==> config.mk <==
export PLATFORM = sky130hd
export DESIGN_NAME = fp_accum_seq
export DESIGN_NICKNAME = d
export VERILOG_FILES = /design/src/rtl/fp_accum_seq.sv
export SDC_FILE = /design/constraint.sdc
export NUM_CORES = 1
export LEC_CHECK = 0
export BUFFER_PORTS_ARGS = -buffer_cell sky130_fd_sc_hd__buf_4
export CAP_MARGIN = 20
export CORE_MARGIN = 3
export CORE_UTILIZATION = 55
export CTS_CLUSTER_DIAMETER = 80
export DETAILED_ROUTE_END_ITERATION = 8
export PLACE_DENSITY = 0.8
export RECOVER_POWER = 25
export SKIP_CTS_REPAIR_TIMING = 1
export SYNTH_ARGS = -nofsm -noshare
export SYNTH_HDL_FRONTEND = slang
export SYNTH_SLANG_ARGS = --single-unit
==> constraint.sdc <==
create_clock -name clk -period 4.5 [get_ports clk]
set_input_delay 0.45 -clock clk [delete_from_list [all_inputs] [get_ports clk]]
set_output_delay 0.45 -clock clk [all_outputs]
set_load 0.1 [all_outputs]
==> src/rtl/fp_accum_seq.sv <==
// fp_accum_seq: buffers grouped FP32 operands and chains them through an external adder, one sum per group.
module fp_accum_seq #(
  parameter int FIFO_DEPTH = 4,
  parameter int TIMEOUT    = 64
) (
  input  logic        clk,
  input  logic        n_rst,
  input  logic        in_valid,
  output logic        in_ready,
  input  logic [31:0] in_data,
  input  logic        in_last,
  output logic [31:0] op1,
  output logic [31:0] op2,
  output logic        add_start,
  output logic        add_serv,
  input  logic        add_busy,
  input  logic        add_done,
  input  logic [31:0] add_result,
  output logic        sum_valid,
  input  logic        sum_ready,
  output logic [31:0] sum_data,
  output logic        timeout_err
);
  localparam int AW = $clog2(FIFO_DEPTH);
  localparam int WW = $clog2(TIMEOUT);
  localparam logic [AW:0] DEPTH = (AW+1)'(FIFO_DEPTH);
  localparam logic [WW-1:0] WD_MAX = WW'(TIMEOUT - 1);
  localparam logic [1:0] IDLE = 2'd0, ISSUE = 2'd1, WAIT = 2'd2, OUT = 2'd3;

  logic [32:0]   mem [FIFO_DEPTH];
  logic [AW-1:0] wr_ptr, rd_ptr;
  logic [AW:0]   count;
  logic [1:0]    state;
  logic [31:0]   acc;
  logic [WW-1:0] wdog;
  logic          last_q, empty, push, pop, go;
  logic [32:0]   head;

  assign empty     = count == '0;
  assign in_ready  = count != DEPTH;
  assign push      = in_valid & in_ready;
  assign head      = mem[rd_ptr];
  assign go        = state == ISSUE && !empty && !add_busy;
  assign pop       = (state == IDLE && !empty) || go;
  assign sum_valid = state == OUT;
  assign add_serv  = 1'b0;

  always_ff @(posedge clk)
    if (push) mem[wr_ptr] <= {in_last, in_data};

  always_ff @(posedge clk or negedge n_rst)
    if (!n_rst) begin
      wr_ptr <= '0;
      rd_ptr <= '0;
      count  <= '0;
    end else begin
      if (push) wr_ptr <= wr_ptr + 1'b1;
      if (pop) rd_ptr <= rd_ptr + 1'b1;
      if (push && !pop) count <= count + 1'b1;
      else if (pop && !push) count <= count - 1'b1;
    end

  always_ff @(posedge clk or negedge n_rst)
    if (!n_rst) begin
      state       <= IDLE;
      acc         <= '0;
      op1         <= '0;
      op2         <= '0;
      add_start   <= 1'b0;
      sum_data    <= '0;
      timeout_err <= 1'b0;
      wdog        <= '0;
      last_q      <= 1'b0;
    end else begin
      add_start <= 1'b0;
      case (state)
        IDLE: if (!empty) begin
          acc   <= head[31:0];
          state <= head[32] ? OUT : ISSUE;
          if (head[32]) sum_data <= head[31:0];
        end
        ISSUE: if (go) begin
          op1       <= acc;
          op2       <= head[31:0];
          last_q    <= head[32];
          add_start <= 1'b1;
          wdog      <= '0;
          state     <= WAIT;
        end
        // a silent adder is treated as having answered with the accumulator unchanged
        WAIT: if (add_done || wdog == WD_MAX) begin
          if (add_done) acc <= add_result;
          else timeout_err <= 1'b1;
          if (last_q) sum_data <= add_done ? add_result : acc;
          state <= last_q ? OUT : ISSUE;
        end else wdog <= wdog + 1'b1;
        default: if (sum_ready) state <= IDLE;
      endcase
    end
endmodule

* Word level (Yosys, flattened, before mapping) *
Memories as Yosys holds them, arrays and structs flattened.
Cells that the tools add are included.

cells by class
  add/subtract/negate cells = 5
  bitwise logic cells = 2
  equality and inequality tests = 11
  mux-type cells = 25
  reductions and logical operators = 23

operators with widths
  cell                   count
  $mux W32               7
  $pmux W32 S2           2
  $mux W2                6
  $mux W6                2
  $ne A2 B2 Y1 const B   6
  $pmux W6 S2            1
  $reduce_and A3 Y1      3
  $add A6 B1 Y6 const B  1
  $eq A6 B6 Y1 const B   1
  $mux W3                2
  $pmux W2 S3            1
  $reduce_bool A2 Y1     3
  $logic_and A1 B1 Y1    5
  $reduce_and A5 Y1      1
  $add A2 B1 Y2 const B  2
  $eq A2 B2 Y1 const B   2
  $logic_not A1 Y1       4
  $mux W1                4
  $reduce_and A4 Y1      1
  $reduce_bool A4 Y1     1
  $add A3 B1 Y3 const B  1
  $logic_not A3 Y1       1
  $ne A3 B3 Y1 const B   1
  $sub A3 B1 Y3 const B  1
  6 further kinds        7

word-level totals
  output and inout port bits = 101
  bits in writable memories = 132
  input port bits = 71
  register bits after elaboration = 146
  memories = 1
  logic and storage cells = 79

memories
  memory  words  width  rd ports  clocked after Yosys merged registers in  write ports  line  source
  mem     4      33     1         0                                        1            30    logic [32:0] mem [FIFO_DEPTH];

* Logic depth before layout (Yosys ltp) *
  depth after elaboration = 8
  gate-level depth with buffers = 9
  mapped depth without buffers = 9

* Least setup slack after synthesis *
OpenSTA, ideal clock, no wires.

  kind = reg2reg
  start = register count[0]
  end = register count[1]
  required time = 4.375 ns
  cell stages (with the launch flop) = 8
  path slack = 1.873 ns
  library setup time = 0.125 ns
  period minus slack after synthesis = 2.627 ns
  arrival = 2.503 ns
  buffers on the path = 0
  cells stage by stage = dfrtp_1 nor2_1 nand2_1 and2_0 ha_1 inv_1 fa_1 mux2_2

between the ends
  elaborated cells on any way between the ends = 17
  those cells by class = add/sub: 2; eq/ne: 1; mux: 2; bitwise: 1; reduce/logical: 11

RTL lines
  what                          line  source
  start: declaration            32    logic [AW:0] count;
  start signal: assignment      59    if (push && !pop) count <= count + 1'b1;
  start signal: assignment      60    else if (pop && !push) count <= count - 1'b1;
  $ne A3 B3 Y1 *                40    assign in_ready = count != DEPTH;
  net in_ready                  9     output logic in_ready,
  $and A1 B1 Y1 *               41    assign push = in_valid & in_ready;
  net push                      36    logic last_q, empty, push, pop, go;
  $logic_not A1 Y1              60
  $logic_and A1 B1 Y1           60
  $reduce_bool A2 Y1 (no line)  -

Mark *: on every way through the listed nets, which the timed path passes. The rest lies on a longest branch. The select of a mux whose other input is x is not followed.
A chain may end at the register's enable or synchronous reset.

* Worst setup path after layout *
  start = register rd_ptr[1]
  end = register sum_data[16]

between the ends
  cells in the longest elaborated chain, start to end = 4
  elaborated cells on any way between the ends = 6
  those cells by class = eq/ne: 1; mux: 3; reduce/logical: 1; memory: 1

ends and longest elaborated chain
  what                      line  source
  start: declaration        31    logic [AW-1:0] wr_ptr, rd_ptr;
  start signal: assignment  58    if (pop) rd_ptr <= rd_ptr + 1'b1;
  $mem_v2 Z4 W33 *          -
  $mux W32                  80    if (head[32]) sum_data <= head[31:0];
  $mux W32                  77    IDLE: if (!empty) begin
  $pmux W32 S2              76    case (state)
  end signal: assignment    80
  end signal: assignment    94    if (last_q) sum_data <= add_done ? add_result : acc;
  end: declaration          21    output logic [31:0] sum_data,

Mark *: on every way between the ends. The rest lies on a longest branch, timed or not. The select of a mux whose other input is x is not followed.

==> reports/qor.txt <==
Setup TNS: 0 ps
Reg2Reg Depth: 5
Iteration-0 DRC Markers: 584
Most frequent CP cell: mux2_2
Async set or reset register ratio after synthesis: 52.5%
Ports: 172
Mapped Area: 11,400 um^2
DIE AREA: 22,500 um^2
Pin count of the biggest net entering global routing: 68
Clk sinks: 278
Initial Utilization: 56.2%
Register area share after synthesis: 66.8%
Routability Congestion: 0.855
Vias in the first global route: 6,941
Post-DP HPWL: 16,400 um
CTS tree: yes
MaxCap Viol Count: 0
Main area contributors after synthesis: edfxtp_1 (35%), dfrtp_1 (32%), nand2_1 (7.8%)
Final hold viol count: 0
Worst Path Required: 4920 ps
Hold Crit Class: in -> reg
Die extent in y: 150 um
Worst path cell trace: mux2_2, a22oi_2, a211oi_4, buf_4, mux2_2
Ys flop type: dfrtp_1
Worst Tran Pin Value: 793 ps
Post-synth top area cell: edfxtp_1
Grt ovf: 0
Unique masters post-synth: 44
Setup crit end kind: flop
Final Net Count: 1,040
P&R area growth vs syn: 20.2%
List of most frequent post-synthesis cells: nand2_1 (237), dfrtp_1 (146), edfxtp_1 (132)
Drt wl/cell: 19.7 um
ANT cells: 0
Synth warn: 0
Setup Skew: 16.0 ps
Status: finished, final reports clean
DRC viols: 0
GRT Total Usage: 22.0%
I/O Buffers: 170
CP Class: reg -> reg
Most common cell in the netlist: nand2_1
CTS max path bufs: 3
Fraction of layout cells with a size suffix above 1: 30.9%
Period utilization: 59.0%
Vias: 6,741
Area share of the largest cell type after synthesis: 34.7%
DRT Pass-1 Iters: 5
Vias per cell: 5.38
Die Width: 150 um
CORE AREA: 20,300 um^2
Pins Over Slew Limit: 0
H-tree depth: 1
Critical-path top delay cell: dfrtp_1
RSZ-0062 raised after global routing: false
Final setup fails: 0
Largest stage delay, worst path: 730 ps
Syn_nets: 869
Initial antenna violation count: 0
Worst Path Arrival: 3080 ps
Fmax: 377 MHz
Clock transition at the registers of the reported paths: 70 ps
CP Launch Type: flop
Post-synthesis instance total: 791
Placement Rows: 52
Hold Crit Depth: 1
Synth Area per Inst: 14.4 um^2
Routed Antenna Nets: 0
First-pass GRT wire length: 38,400 um
Synth Register Bits: 278
Clk root buf: clkbuf_16
Critical path fanouts, max: 23
Max-slew headroom: 47.1%
Total CTS buffers: 28
Clk_lat worst skew: 540 ps
Tmin final: 2650 ps
Post-Route WL: 24,700 um
Post-synth EDFFs: 132
[layer usage]
metal | GRT usage, % | share of wire (%) | vias up
li1 | - | - | 3124
met3 | 4.60 | 6.7 | 50
met1 | 31.1 | 41 | 3371
met2 | 34.6 | 49 | 196
met4 | 7.00 | 3.2 | 0
met5 | 0 | 0 | -
[sequential cells by signal, summed over array words and instances (netlist names)]
| signal | cells |
|---|---|
| op1 | 32 |
| sum_data | 32 |
| op2 | 32 |
| timeout_err | 1 |
| wdog | 6 |
| mem | 132 |
| last_q | 1 |
| state | 2 |
| add_start | 1 |
| rd_ptr | 2 |
| wr_ptr | 2 |
| acc | 32 |
| count | 3 |
[cell type report]
cell class,instances,area (um^2)
Sequential cell,278,7620
Fill cell,1444,6580
Multi-Input combinational cell,463,3470
Timing Repair Buffer,185,1300
Clock buffer,31,733
Tap cell,270,338
Clock inverter,21,233
Inverter,6,22.5
[critical path: cells and delay by family, from the launching register on]
kind,cells,cell delay [ps]
compound gates,2,670
flops,1,730
buf+inv,1,430
mux,2,680
[placed cells by master (no fill, tap or decap), types with 4 or more instances in the layout]
| master | count |
|---|---|
| mux2_2 | 37 |
| bufinv_16 | 5 |
| clkbuf_16 | 29 |
| clkbuf_1 | 35 |
| o21ai_0 | 33 |
| clkinv_1 | 5 |
| ha_1 | 6 |
| mux2_4 | 29 |
| inv_1 | 5 |
| nor2_1 | 9 |
| and3_1 | 5 |
| clkinv_2 | 4 |
| mux2i_1 | 33 |
| clkinvlp_2 | 4 |
| dfrtp_1 | 145 |
| nand2_1 | 237 |
| edfxtp_1 | 132 |
| mux2_1 | 4 |
| xnor2_1 | 4 |
| buf_4 | 148 |
| a21oi_1 | 4 |
| mux4_2 | 32 |
[cell families after synthesis]
| group | after synthesis | synth area share (%) |
|---|---|---|
| AOI/OAI and AO/OA | 51 | 2.92 |
| other | 1 | 0.0329 |
| DFF | 278 | 66.8 |
| muxes | 135 | 17.1 |
| adders and majority gates | 7 | 0.834 |
| xor gates and xnor gates | 7 | 0.537 |
| and+or+nand+nor | 262 | 8.94 |
| buffers and inverters | 50 | 2.88 |
[per-stage QoR]
stage               worst slack, ps  cells  area (um^2)  hold WS (ps)  util [%]
floorplan                      1870    791        11400           154         -
global placement               1790   1199        12800           446      63.1
detailed placement             1740   1199        12800           457      63.1
CTS                            1720   1251        13800         -85.0      67.9
global route                   1730   1254        13700           173      67.6
finish                         1850   1254        13700           168      67.6
[worst paths after layout]
| path | startpoint | end | slack (ps) |
|---|---|---|---|
| min reg2reg | timeout_err$_DFFE_PN0P_ | timeout_err$_DFFE_PN0P_ | 470 |
| min | in_data[10] | mem[3][10]$_DFFE_PP_ | 170 |
| max reg2reg | rd_ptr[1]$_DFFE_PN0P_ | sum_data[16]$_DFFE_PN0P_ | 1850 |
| min in group asynchronous | n_rst | op1[10]$_DFFE_PN0P_ | 470 |
| max | rd_ptr[1]$_DFFE_PN0P_ | sum_data[16]$_DFFE_PN0P_ | 1850 |
| max in group asynchronous | n_rst | acc[20]$_DFFE_PN0P_ | 3040 |
Power is left out: the tool's default activity adds up to more than one toggle a clock period on the data nets, which glitch-free logic cannot reach.
